$ cat src/rtl/arpas_sched4.sv
// rtl/arpas_sched4.sv - round-robin scheduler stepping the ARPAS 4-way demux counter
// Steps the demux select with clean inc pulses, then gates data_in onto sig for a dwell window.
module arpas_sched4 #(
  parameter int DWELL   = 4,
  parameter int DWELL_W = 8
) (
  input  logic       c,
  input  logic       r,
  input  logic [3:0] req,
  input  logic       data_in,
  output logic       inc,
  output logic       sig,
  output logic [3:0] gnt,
  output logic [1:0] cur_sel,
  output logic       busy,
  output logic       done
);

  localparam logic [DWELL_W-1:0] DW_MAX = (DWELL == 0) ? DWELL_W'(1) : DWELL_W'(DWELL);

  typedef enum logic [1:0] {IDLE, STEP_HI, STEP_LO, DWELL_ST} state_t;

  state_t             state;
  logic [1:0]         tgt;
  logic [1:0]         last;
  logic [1:0]         winner;
  logic [DWELL_W-1:0] cnt;
  logic               final_cyc;

  // First set request bit scanning upward from the slot after the last grant.
  always_comb begin
    logic [1:0] idx;
    logic       found;
    winner = last + 2'd1;
    found  = 1'b0;
    idx    = 2'd0;
    for (int i = 1; i <= 4; i++) begin
      idx = last + 2'(i);
      if (!found && req[idx]) begin
        winner = idx;
        found  = 1'b1;
      end
    end
  end

  assign final_cyc = (state == DWELL_ST) && ((cnt >= DW_MAX) || !req[tgt]);
  assign done      = final_cyc;
  assign sig       = (state == DWELL_ST) & data_in;

  always_ff @(posedge c or posedge r) begin
    if (r) begin
      state   <= IDLE;
      inc     <= 1'b0;
      gnt     <= 4'b0000;
      busy    <= 1'b0;
      cur_sel <= 2'd0;
      last    <= 2'd3;
      tgt     <= 2'd0;
      cnt     <= '0;
    end else begin
      case (state)
        IDLE: begin
          if (req != 4'b0000) begin
            tgt  <= winner;
            busy <= 1'b1;
            if (winner == cur_sel) begin
              state <= DWELL_ST;
              gnt   <= 4'b0001 << winner;
              cnt   <= DWELL_W'(1);
            end else begin
              state   <= STEP_HI;
              inc     <= 1'b1;
              cur_sel <= cur_sel + 2'd1;
            end
          end
        end
        STEP_HI: begin
          state <= STEP_LO;
          inc   <= 1'b0;
        end
        STEP_LO: begin
          if (cur_sel == tgt) begin
            state <= DWELL_ST;
            gnt   <= 4'b0001 << tgt;
            cnt   <= DWELL_W'(1);
          end else begin
            // The shadow copy moves on the same edge the demux counter sees inc rise.
            state   <= STEP_HI;
            inc     <= 1'b1;
            cur_sel <= cur_sel + 2'd1;
          end
        end
        DWELL_ST: begin
          if (final_cyc) begin
            state <= IDLE;
            gnt   <= 4'b0000;
            busy  <= 1'b0;
            cnt   <= '0;
            last  <= tgt;
          end else begin
            cnt <= cnt + DWELL_W'(1);
          end
        end
        default: state <= IDLE;
      endcase
    end
  end

endmodule

$ cat config.mk
export PLATFORM = sky130hd
export DESIGN_NAME = arpas_sched4
export DESIGN_NICKNAME = d
export VERILOG_FILES = /design/src/rtl/arpas_sched4.sv
export SDC_FILE = /design/constraint.sdc
export NUM_CORES = 1
export LEC_CHECK = 0
export BUFFER_PORTS_ARGS = -buffer_cell sky130_fd_sc_hd__buf_2
export CAP_MARGIN = 15
export CELL_PAD_IN_SITES_DETAIL_PLACEMENT = 0
export CELL_PAD_IN_SITES_GLOBAL_PLACEMENT = 1
export CORE_AREA = 10 10 69 71
export CTS_BUF_LIST = sky130_fd_sc_hd__clkbuf_8
export CTS_CLUSTER_SIZE = 25
export DETAILED_ROUTE_END_ITERATION = 12
export DIE_AREA = 0 0 79 81
export PLACE_DENSITY_LB_ADDON = 0.1
export REMOVE_ABC_BUFFERS = 1
export SETUP_SLACK_MARGIN = 0.05
export SYNTH_ARGS = -nofsm -noshare
export SYNTH_HDL_FRONTEND = slang
export SYNTH_SLANG_ARGS = --single-unit
$ cat constraint.sdc
create_clock -name c -period 2.55 [get_ports c]
set_input_delay 0.51 -clock c [delete_from_list [all_inputs] [get_ports c]]
set_output_delay 0.51 -clock c [all_outputs]
set_load 0.05 [all_outputs]
After elaboration in Yosys (flattened, before gate mapping):

Cells that the tools add are included.

* flip-flop bits (word level): 22
* output and inout port bits: 10

* reduce and logical (&&, ||, !) cells: 23
* add/subtract/negate cells: 5
* multiplexer cells: 42
* magnitude comparators: 6
* shift-type cells: 2
* bitwise operators: 1
* eq/ne operators: 11

Operators with widths (number)
* $mux 8: 4
* $pmux 8 s3: 1
* $mux 2: 10
* $mux 4: 4
* $lt 2x3->1 const B: 5
* $mux 1: 13
* $ne 2x2->1 const B: 6
* $pmux 4 s3: 1
* $reduce_and 4->1: 3
* $bmux 1 s2: 5
* $add 8x1->8 const B: 1
* $ge 8x3->1 const B: 1
* $pmux 2 s4: 1
* $shl 1x2->4 const A: 2
* $reduce_and 2->1: 3
* $reduce_bool 3->1: 2
* $reduce_and 5->1: 1
* $add 2x1->2 const B: 2
* $add 2x2->2 const B: 2
* $eq 2x2->1: 2
* $eq 2x2->1 const B: 2
* $logic_and 1x1->1: 4
* $logic_not 1->1: 4
* $pmux 2 s2: 1
* other kinds (9): 10

Longest topological paths before layout:

* depth after elaboration: 17
* gate-level depth with buffers: 7
* depth with buffers taken out: 6

Worst setup path after synthesis:

No wires, ideal clock.

* path kind: input port to output port
* start point: in req[3]
* end point: out done
* cell stages on the path: 2
* required time: 2040 ps
* path buffers: 0
* data arrival time: 1943 ps
* slack: 97 ps
* cells stage by stage: mux4_2 > a31oi_1

* word-level cells in the longest chain between the ends: 5

Ends and longest elaborated chain
* from (decl): line 9 `input logic [3:0] req,`
* $bmux 1 s2: line 46 `assign final_cyc = (state == DWELL_ST) && ((cnt >= DW_MAX) || !req[tgt]);`
* $mux 1 (implied by the code): line 46
* $logic_not 1->1: line 46
* $logic_or 1x1->1: line 46
* $logic_and 1x1->1: line 46
* to (decl): line 16 `output logic done`

No other way between the ends. The select of a mux whose other input is x is not followed.

Worst setup path in the final report:

* start point: reg tgt[0]
* end point: out done

* word-level cells in the longest chain between the ends: 5

Ends and longest elaborated chain
* from (decl): line 24 `logic [1:0] tgt;`
* from (signal assigned): line 64 `tgt <= winner;`
* $bmux 1 s2: line 46
* $mux 1 (implied by the code): line 46
* $logic_not 1->1: line 46
* $logic_or 1x1->1: line 46
* $logic_and 1x1->1: line 46

No other way between the ends. The select of a mux whose other input is x is not followed.

==> run summary <==
The run finished with clean final reports. Clock-pin slew was measured on the worst setup and hold paths at 0.08 ns. Timing would allow up to 436 MHz.

Across the routed clock network, the largest skew measured is 0.00514 ns. At the later pin of the worst-skew pair, clock insertion delay measures 0.26 ns. The total global routing track utilization was 0.106; the height of the chip was 81 um. At the placement stage, the worst setup path has a slack of 0.112 ns. The HPWL after detailed placement is 2.48 mm. Entering global routing, the biggest net connects 23 pins. The total of endpoints with negative setup slack in the final report is 0, and the design internal power is 1.10 mW. The routed layout has 1113 vias.

The repair_antennas step left the layout with diodes totalling 0. Counting I/O delays and the setup requirement, the final critical path takes 2.30 ns. Via count of the first global-routing pass: 1121. In this run, post-CTS hold repair placed 0 buffers. The first global-routing pass estimated 5.42 mm of wire.

Sort of element at the end of the critical path: a primary output. The count of warnings emitted by yosys was 0. The synthesized design contains 22 register bits. Setup repair after global routing left no endpoint under its margin. TritonCTS created 3 clock buffers. The average cell area after synthesis was 9.42 sq um; the I/O pin total was 17.

The net switching fraction of the power is 0.481. The worst register-to-register path has a depth of 6. The final-report max-slew violation count came out at 0. The die covers 6400 sq um.

The share of async-settable or async-resettable flops after synthesis is 1.00, and the distinct cell type count after synthesis is 44. The initial core utilization was 0.377. The final-layout worst hold slack is 0.417 ns, and the slew at the pin closest to its max-slew limit is 0.866 ns. The startpoint of the worst register-to-register path is last[0]$_DFFE_PP1P_. The via density per instance is 5.35. The type of the tightest min-delay check is input pin to async pin. The final design utilization came out at 0.433.

The tools report the number of cells produced by synthesis as 141. The tools report the aggregate negative setup slack as 0 ns. The share of synthesized area occupied by flip-flops and latches was 0.417. The fraction of final layout cells with drive strength greater than 1 works out to 0.225. Across all register-to-register paths, the minimum setup slack is 0.32 ns. For this design the static power due to leakage is 0.709 nW. The startpoint of the worst setup timing path was tgt[0]$_DFFE_PP0P_. The tools report the level count of the clock H-tree as 1.

The net count of the finished layout is 170. The run gives 0.303 as the sequential fraction of design power. In the post-synthesis netlist, the biggest area contributors are dfrtp_1, mux2_4, nand2_1.

The area used by multi-input combinational logic was 718 sq um. The root buffer cell chosen for the clock tree is clkbuf_8. After filler insertion, the fill cell instance count of the layout stands at 401.

The run gives 3520 sq um as the core footprint. The peak fanout along the critical path was 2; the relative slew slack was 0.422. The run gives 1.79 ns as the arrival time of the worst setup path.

The worst register-to-register path ends at gnt[1]$_DFFE_PP0P_. Number of buffers inserted by port buffering: 16. The tools report the last element of the critical path as done.

After clock tree synthesis, the setup repair step added 0 buffers. The longest clock path from root to sink contains 2 buffers. The most area-hungry cell type in the Yosys netlist was dfrtp_1. The clock power share came out at 0.103. The starting DRC count in detailed routing came out at 23.

The number of flops mapped to enable cells by yosys works out to 0. The final layout contains routed wiring with a total length of 3.18 mm. The commonest cells after synthesis are dfrtp_1, nand2_1, a21oi_1. STA classifies the critical path startpoint as a flop. TritonCTS built the clock tree.

The portion of the clock cycle consumed by the worst path in the final layout is 0.900. The floorplan has 22 rows. The first detailed-routing pass took 4 iterations. The mapped netlist covers 1330 sq um. The detail route stage leaves a number of antenna-violating nets equal to 0. The number of gates resized after cts came out at 0. The worst setup path is of the flop to primary output kind.

For the sequential cell area in the final layout, the log shows 553 sq um. The worst path meets setup with 0.255 ns of slack. Total overflow reported by the global router: 0. The die width works out to 79 um.

The largest vdd supply drop is 667 uV, and the initial antenna violation count is 0. The final-report hold violation count is 0, and the layout-stage area growth over the synthesis result is 14.8%. For this design the ratio of total power to cell area is 1390 nW/um^2. For the global placement routability congestion, the log shows 0.806. In the post-synthesis netlist, the cell with the most instances is dfrtp_1. The tools report the required time of the worst setup path as 2.04 ns.

The number of violations of the max-capacitance limit is 0, and the power dissipated by switching net loads is 1.02 mW. The share of power burned in combinational logic was 0.594. After detailed routing, the number of remaining DRC violations is 0. The share of Yosys cell area claimed by the top area cell type is 0.377. CTS saw 22 sinks.

In the synthesized netlist the dominant register cell turns out to be dfrtp_1. The routed wire length per instance came out at 15.3 um.
## sequential cells by signal, summed over array words and instances, names as in the netlist
name and flops:
cnt 8, gnt 4, cur_sel 2, last 2, state 2, tgt 2, busy 1, inc 1
## metrics by stage
| step | std cells | area, sq um | power [mW] |
|---|---|---|---|
| 4_1_cts | 208 | 1520 | 2.14 |
| 6_report | 208 | 1520 | 2.11 |
| 5_1_grt | 208 | 1520 | 2.29 |
| 2_1_floorplan | 134 | 1290 | 1.55 |
| 3_3_place_gp | 204 | 1480 | 1.89 |
| 3_5_place_dp | 204 | 1480 | 1.91 |
## power groups by stage
stage               Sequential (mW)  Combinational (mW)  Clock [mW]
floorplan                     0.785               0.765           0
global placement              0.644                1.25           0
detailed placement            0.647                1.27           0
CTS                           0.640                1.27       0.226
global route                  0.665                1.38       0.239
finish                        0.640                1.25       0.217
## cell usage in the layout, fill, tap and decap left out, types with 2 or more instances in the layout
cell type  synthesis  routed
inv_1              6       7
nand2_1           16      16
xnor2_1            4       4
and3_1             5       5
nand4_1            4       4
o21a_1             8       8
mux2_4             4       4
o21ai_0            7       7
nor3_1             3       3
buf_2              0      16
o21ai_1            2       2
nand3_1            2       2
dfrtp_1           20      20
a211o_1            2       2
nand2b_1           3       3
clkbuf_8           0       3
ha_1               2       2
a211oi_1           3       3
dfstp_2            2       2
a21oi_1            9       9
nor2_1             6       6
buf_4              0       6
nor2b_1            3       3
nor4_1             2       2
mux2_2             2       2
## area by class of cell
class	count	share of cell area
timing repair buffer	22	0.0821
clock inverter	1	0.00246
clock buffer	3	0.0271
inverter	6	0.0148
multi-input combinational	106	0.471
tap	48	0.0394
sequential	22	0.363
## kinds of logic after synthesis
family                     Yosys count  share of synthesized area
muxes                                8                     0.0867
buffers and inverters               13                     0.0424
xor gates and xnor gates             4                     0.0264
DFF                                 22                      0.417
and+or+nand+nor                     47                      0.176
adders and majority gates            2                     0.0188
AOI/OAI and AO/OA                   45                      0.233
## worst max-delay path, cell delays in order (launching register included)
cell     delay, ns
dfrtp_1       0.41
mux4_2        0.53
a31oi_1       0.26
buf_2         0.31
## worst min path at each step
stage | from | end | slack [ns] | depth (start not counted)
final | r | cnt[5]$_DFFE_PP0P_ | 0.42 | 2
after global routing | r | gnt[3]$_DFFE_PP0P_ | 0.51 | 2
after detailed placement | cnt[7]$_DFFE_PP0P_ | cnt[7]$_DFFE_PP0P_ | 0.49 | 1
after floorplan | cnt[7]$_DFFE_PP0P_ | cnt[7]$_DFFE_PP0P_ | 0.46 | 1
after CTS | r | gnt[3]$_DFFE_PP0P_ | 0.45 | 2
after global placement | cnt[7]$_DFFE_PP0P_ | cnt[7]$_DFFE_PP0P_ | 0.49 | 1
## per-layer routing
layer | share of wire | up-vias | global-route usage
li1 | - | 556 | -
met3 | 0.028 | 4 | 0.0232
met4 | 0.018 | 0 | 0.0484
met5 | 0 | - | 0
met1 | 0.47 | 537 | 0.126
met2 | 0.49 | 16 | 0.180
(Power assumes the default switching activity.)
